[src/rtl/event_watchdog.sv]
// event_watchdog: NUM_CH independent armed watchdogs reporting pass/timeout, latency and a sticky first-fail record.
module event_watchdog #(
  parameter int NUM_CH = 4,
  parameter int CNT_W  = 20,
  parameter int CH_W   = (NUM_CH > 1) ? $clog2(NUM_CH) : 1
) (
  input  logic                    clk,
  input  logic                    rst_n,
  input  logic [NUM_CH-1:0]       arm,
  input  logic [CNT_W-1:0]        budget,
  input  logic [NUM_CH-1:0]       lvl_mode,
  input  logic [NUM_CH-1:0]       evt,
  input  logic [NUM_CH-1:0]       abort,
  input  logic                    clr_fail,
  output logic [NUM_CH-1:0]       busy,
  output logic [NUM_CH-1:0]       pass,
  output logic [NUM_CH-1:0]       timeout,
  output logic [NUM_CH-1:0]       done,
  output logic [NUM_CH*CNT_W-1:0] lat,
  output logic                    any_fail,
  output logic [CH_W-1:0]         first_fail_ch
);
  localparam logic [1:0] IDLE = 2'd0, ARMED = 2'd1, PASS = 2'd2, FAIL = 2'd3;
  logic [NUM_CH-1:0] fail_now;
  logic [CNT_W-1:0]  bud1;
  logic [CH_W-1:0]   ff_idx;
  assign bud1 = (budget == '0) ? CNT_W'(1) : budget;
  for (genvar i = 0; i < NUM_CH; i++) begin : g_ch
    logic [1:0]       st;
    logic [CNT_W-1:0] cnt, el, lat_r;
    logic             mode, evt_q, hit, done_r;
    assign hit         = mode ? evt[i] : evt[i] & ~evt_q;
    assign fail_now[i] = st == ARMED && !arm[i] && !abort[i] && !hit && cnt == CNT_W'(1);
    assign busy[i]     = st == ARMED;
    assign pass[i]     = st == PASS;
    assign timeout[i]  = st == FAIL;
    assign done[i]     = done_r;
    assign lat[i*CNT_W +: CNT_W] = lat_r;
    always_ff @(posedge clk)
      if (!rst_n) begin
        st     <= IDLE;
        cnt    <= '0;
        el     <= '0;
        lat_r  <= '0;
        mode   <= 1'b0;
        evt_q  <= 1'b0;
        done_r <= 1'b0;
      end else begin
        evt_q  <= evt[i];
        done_r <= 1'b0;
        if (arm[i]) begin
          st   <= ARMED;
          cnt  <= bud1;
          el   <= '0;
          mode <= lvl_mode[i];
        end else if (abort[i]) begin
          st <= IDLE;
        end else if (st == ARMED) begin
          // a hit on the last budget cycle still counts as a pass
          if (hit) begin
            st     <= PASS;
            done_r <= 1'b1;
            lat_r  <= el + CNT_W'(1);
          end else if (cnt == CNT_W'(1)) begin
            st     <= FAIL;
            done_r <= 1'b1;
            lat_r  <= '0;
          end else begin
            cnt <= cnt - CNT_W'(1);
            el  <= el + CNT_W'(1);
          end
        end
      end
  end
  always_comb begin
    ff_idx = '0;
    for (int i = NUM_CH - 1; i >= 0; i--)
      if (fail_now[i]) ff_idx = CH_W'(i);
  end
  always_ff @(posedge clk)
    if (!rst_n) begin
      any_fail      <= 1'b0;
      first_fail_ch <= '0;
    end else begin
      any_fail <= |fail_now | (any_fail & ~clr_fail);
      if (!any_fail && |fail_now) first_fail_ch <= ff_idx;
      else if (clr_fail && !(|fail_now)) first_fail_ch <= '0;
    end
endmodule

[config.mk]
export PLATFORM = sky130hd
export DESIGN_NAME = event_watchdog
export DESIGN_NICKNAME = d
export VERILOG_FILES = /design/src/rtl/event_watchdog.sv
export SDC_FILE = /design/constraint.sdc
export NUM_CORES = 1
export LEC_CHECK = 0
export ABC_AREA = 1
export BUFFER_PORTS_ARGS = -buffer_cell sky130_fd_sc_hd__buf_2
export CELL_PAD_IN_SITES_DETAIL_PLACEMENT = 0
export CELL_PAD_IN_SITES_GLOBAL_PLACEMENT = 1
export CORE_MARGIN = 3
export CORE_UTILIZATION = 45
export DETAILED_ROUTE_END_ITERATION = 8
export PLACE_DENSITY_LB_ADDON = 0.1
export SYNTH_ARGS = -nofsm -noshare
export SYNTH_HDL_FRONTEND = slang
export SYNTH_SLANG_ARGS = --single-unit
[constraint.sdc]
create_clock -name clk -period 2.9 [get_ports clk]
set_input_delay 0.58 -clock clk [delete_from_list [all_inputs] [get_ports clk]]
set_output_delay 0.58 -clock clk [all_outputs]
set_load 0.02 [all_outputs]
## Word-level counts from Yosys, hierarchy flattened

Cells that the tools add are included.

- Bits in registers: 263
- Word-level logic and storage cells: 252
- Bits of input ports: 39

- Bitwise gates (word level): 32
- Reduce and logical (&&, ||, !) cells: 83
- Muxes and demuxes: 67
- Equality and inequality tests: 28
- Add/subtract/negate cells: 8

Operators with widths:

| kind | number |
|---|---|
| 20-bit two-way mux | 29 |
| 20-bit by 1-bit adder with 20-bit output (second input constant) | 4 |
| 20-bit by 1-bit == test with 1-bit output (second input constant) | 4 |
| 20-bit by 1-bit subtractor with 20-bit output (second input constant) | 4 |
| 4-bit AND reduction | 12 |
| 2-bit two-way mux | 14 |
| 1-bit inverter | 26 |
| 1-bit two-way mux | 24 |
| 2-bit inequality test (second input constant) | 12 |
| 20-bit logical NOT | 1 |
| 4-bit OR reduction | 5 |
| 1-bit logical AND | 18 |
| 2-bit nonzero test | 9 |
| 2-bit == test (second input constant) | 8 |
| 2-bit AND reduction | 8 |
| 4-bit nonzero test | 4 |
| 1-bit logical NOT | 14 |
| 3-bit nonzero test | 4 |
| 3-bit OR reduction | 4 |
| 2-bit by 1-bit == test with 1-bit output (second input constant) | 4 |
| 2-bit OR reduction | 4 |
| 1-bit bitwise AND | 5 |
| 1-bit OR | 1 |

## Depth between registers and ports, before layout

- Word-level depth: 11
- Gate-level depth with buffers: 16
- Mapped depth without buffers: 15

## Worst setup path after synthesis

No wires, ideal clock.

- Kind: register to register
- Start point: register g_ch[2].cnt[0]
- End point: register g_ch[2].cnt[18]
- Period minus slack after synthesis: 1704 ps
- Library setup time: 110 ps
- Arrival time: 1594 ps
- Path slack: 1196 ps
- Stages on the path, launching flop included: 16
- Path through: dfxtp_1 > ha_1 > inv_1 > nor2_1 > nand2_1 > nor2_2 > nand3_4 > nand2_8 > inv_6 > nand2_8 > inv_4 > buf_6 > nand2_1 > o211ai_1 > nand2_1 > inv_1

- Longest elaborated chain between the ends: 6
- Elaborated cells between the ends (all ways): 9

RTL lines:

| element | line | source |
|---|---|---|
| start: declaration | 30 | `logic [CNT_W-1:0] cnt, el, lat_r;` |
| start signal: assignment | 53 | `cnt <= bud1;` |
| start signal: assignment | 69 | `cnt <= cnt - CNT_W'(1);` |
| 20-bit by 1-bit subtractor with 20-bit output | 69 |  |
| 20-bit two-way mux | 64 | `end else if (cnt == CNT_W'(1)) begin` |
| 20-bit two-way mux | 60 | `if (hit) begin` |
| 20-bit two-way mux | 58 | `end else if (st == ARMED) begin` |
| 20-bit two-way mux | 56 | `end else if (abort[i]) begin` |
| 20-bit two-way mux | 51 | `if (arm[i]) begin` |

Parallel ways exist; a longest one is shown, timed or not. The select of a mux whose other input is x is not followed.
A chain may end at the register's enable or synchronous reset.

## Worst setup path in the final report

- Start point: register g_ch[1].cnt[8]
- End point: register g_ch[1].cnt[11]

- Longest elaborated chain between the ends: 6
- Elaborated cells between the ends (all ways): 9

RTL lines:

| element | line |
|---|---|
| start: declaration | 30 |
| start signal: assignment | 53 |
| start signal: assignment | 69 |
| 20-bit by 1-bit subtractor with 20-bit output | 69 |
| 20-bit two-way mux | 64 |
| 20-bit two-way mux | 60 |
| 20-bit two-way mux | 58 |
| 20-bit two-way mux | 56 |
| 20-bit two-way mux | 51 |

Parallel ways exist; a longest one is shown, timed or not. The select of a mux whose other input is x is not followed.

==> impl_results.md <==
* Status: completed
* Fraction of registers with async set/reset at 0%
* Setup_tns at 0 ns
* Gp weighted congestion at 0.8744
* Antenna violations before repair at 0
* Fill count at 3,079
* Power density cells at 579.2 nW/um^2
* CTS HTree Levels at 1
* Crit path time final at 2.191 ns
* Layout cells sized above 1 at 13.12%
* Ports at 138
* Multi-input logic area at 7330 um^2
* Max VDD drop at 0.4326 mV
* First-pass detailed-route iteration total at 5
* CTS Hold Buffers Added at 0
* Layout area overhead at 14.90%
* Yosys top cell by area: dfxtp_1
* Worst Path Max Fanout at 31
* Final Util at 52.88%
* CTS Buf Count at 31
* WP data arrival at 2.61 ns
* Static Leak at 6.960 nW
* Critical setup path kind: reg2reg
* Most frequent cell after synthesis: nand2_1
* Cts repair resizes at 0
* End of the worst register-to-register path: g_ch[1].cnt[11]
* Sinks on the clock net at 263
* Synth warn at 0
* Placed Area at 14,690 um^2
* Hold path endpoint: g_ch[0].evt_q
* Worst min-delay path category: in2reg
* Most used cell, CP: nand2_1
* Die Height at 181.0 um
* Syn_nets at 2,087
* Seq/Total Area, Yosys at 38.20%
* Final hold vios at 0
* Initial Utilization at 46.02%
* Ys flop type: dfxtp_1
* Max-slew violation count at 0
* Setup violations, final at 0
* CP max stage delay at 0.35 ns
* Rows at 63
* Clock Latency Late Sink at 0.55 ns
* Overall power at 9.174 mW
* Slowest-stage cell, CP: dfxtp_1
* Remaining DRCs at 0
* Synth top area cells: dfxtp_1 38%, nand2_1 15%, nor2_1 8.2%
* Period utilisation layout at 75.54%
* RR Startpoint: g_ch[1].cnt[8]
* DP Wirelength at 27,100 um
* Area of the core at 29,950 um^2
* Number of global-route vias before repair at 12,240
* Number of synthesized flops with an enable pin at 0
* Gr ovfl total at 0
* Global Route Usage Sum at 22.56%
* Crit path required time at 3.32 ns
* Reg area at 5265 um^2
* Clk pin slew, worst setup/hold paths at 0.06 ns
* Min-delay src: evt[0]
* Most frequent cells after synthesis: 534 x nand2_1, 300 x nor2_1, 263 x dfxtp_1, 187 x inv_1, 156 x a21oi_1
* R2R cell count at 10
* Mean area per synthesized cell at 6.770 um^2
* Max-Cap Viols at 0
* Vias/cell at 5.101
* DR vias at 13,068
* Fmax at 456.5 MHz
* Total wire length at 38,070 um
* Buffers and inverters on the worst path at 2
* Register bit total from synthesis at 263
* First DRT Iteration DRCs at 867
* RSZ-0062 raised after global routing: no
* CTS tree: built
* Average wire per standard cell at 14.86 um
* First-pass GRT wire length at 62,390 um
* Die footprint at 32,770 um^2
* CTS Root Cell: clkbuf_16
* Critical path cell sequence: nor2_1 -> nand2_1 -> nor2_2 -> nand3_2 -> nand2_2 -> buf_4 -> inv_2 -> nand2_1 -> xor2_1 -> a21oi_1
* Clk buf depth at 3
* Worst slew pin tran at 1.188 ns
* Post-synthesis cell count at 2,036
* Design area at 15,840 um^2
* Netlist cell types at 46
* Port Buffer Count at 137
* Largest net degree at the start of global routing at 50
* Slew HR at 20.49%
* Synth Cell Area at 13,780 um^2
* Die X-Extent at 181.0 um
* Post-synth top area share at 38.20%
* Final worst clock skew at 0.01291 ns
* Crit end category: flip-flop
* Reg2Reg Setup Slack at 0.71 ns
* Final #Nets at 2,199
* Setup Buffers After CTS at 0
* WHS Path Cells at 3
* Type of origin of the critical path: flip-flop
* Number of inserted diodes at 0
* CP top delay family: simple AND/OR/NAND/NOR gates
* Routed Antenna Nets at 0
## how the worst max path moves through the flow
stage,startpoint,endpoint,slack [ns],depth (start not counted)
after CTS,g_ch[2].cnt[0],g_ch[2].lat_r[12],0.69,10
final,g_ch[1].cnt[8],g_ch[1].cnt[11],0.71,10
after global placement,arm[0],g_ch[0].el[12],0.47,4
after floorplan,g_ch[2].cnt[0],g_ch[2].cnt[18],1.20,15
after detailed placement,arm[0],g_ch[0].el[12],0.44,4
after global routing,g_ch[2].cnt[0],g_ch[2].lat_r[12],0.46,10
## power breakdown
group          switching [mW]  internal (mW)
logic                   0.695          0.329
clock network            1.61           2.71
registers               0.105           3.72
## layout make-up
type                    instances  share of cell area [%]
multi-input cells            1493                   46.28
flip-flops and latches        263                   33.24
clock buffers                  37                   5.356
repair buffers                157                   5.277
inverters                     202                   4.874
well taps                     390                   3.081
clock inverters                20                   1.896
## cell families after synthesis
family,Yosys count,synth area share [%]
xor gates and xnor gates,115,7.307
and+or+nand+nor,1042,32.10
DFF,263,38.20
buffers and inverters,280,8.632
adders and majority gates,12,1.089
AOI/OAI and AO/OA,324,12.68
## tightest hold or removal path, delay by kind of cell
family | cells | cell delay [ns]
AND/OR/NAND/NOR | 1 | 0.04
buffers and inverters | 2 | 0.13
## stage by stage
stage          setup slack [ns]  hold WS (ns)  cells
2_1_floorplan             1.196        0.4293   2036
3_3_place_gp             0.4726        0.4403   2505
3_5_place_dp             0.4363        0.4432   2505
4_1_cts                  0.6946        0.1925   2562
5_1_grt                  0.4635        0.2141   2562
6_report                 0.7093        0.2188   2562
## state kept, by name, indices dropped and copies added (netlist names)
name and cells:
any_fail 1, first_fail_ch 2, g_ch.cnt 80, g_ch.done_r 4, g_ch.el 80, g_ch.evt_q 4
g_ch.lat_r 80, g_ch.mode 4, g_ch.st 8
## per-layer routing
layer | wire, um | global-route usage, % | vias to the layer above
met5 | 0 | 0 | -
met4 | 932 | 6.033 | 0
met3 | 1907 | 2.738 | 70
met2 | 16490 | 35.89 | 302
met1 | 18750 | 32.53 | 5939
li1 | - | - | 6757
## cells in the final DEF, fill, tap and decap left out, types with 31 or more instances in the layout
cell type / synthesis / layout
dfxtp_1: 263 / 263
xor2_1: 88 / 88
o21ai_0: 88 / 88
buf_2: 15 / 137
nor2_1: 300 / 300
a21oi_1: 156 / 156
clkbuf_16: 0 / 31
nand3_1: 84 / 84
inv_1: 187 / 187
a31oi_1: 31 / 31
nand2_1: 534 / 534
nand4_1: 31 / 31
(Power assumes the default switching activity.)
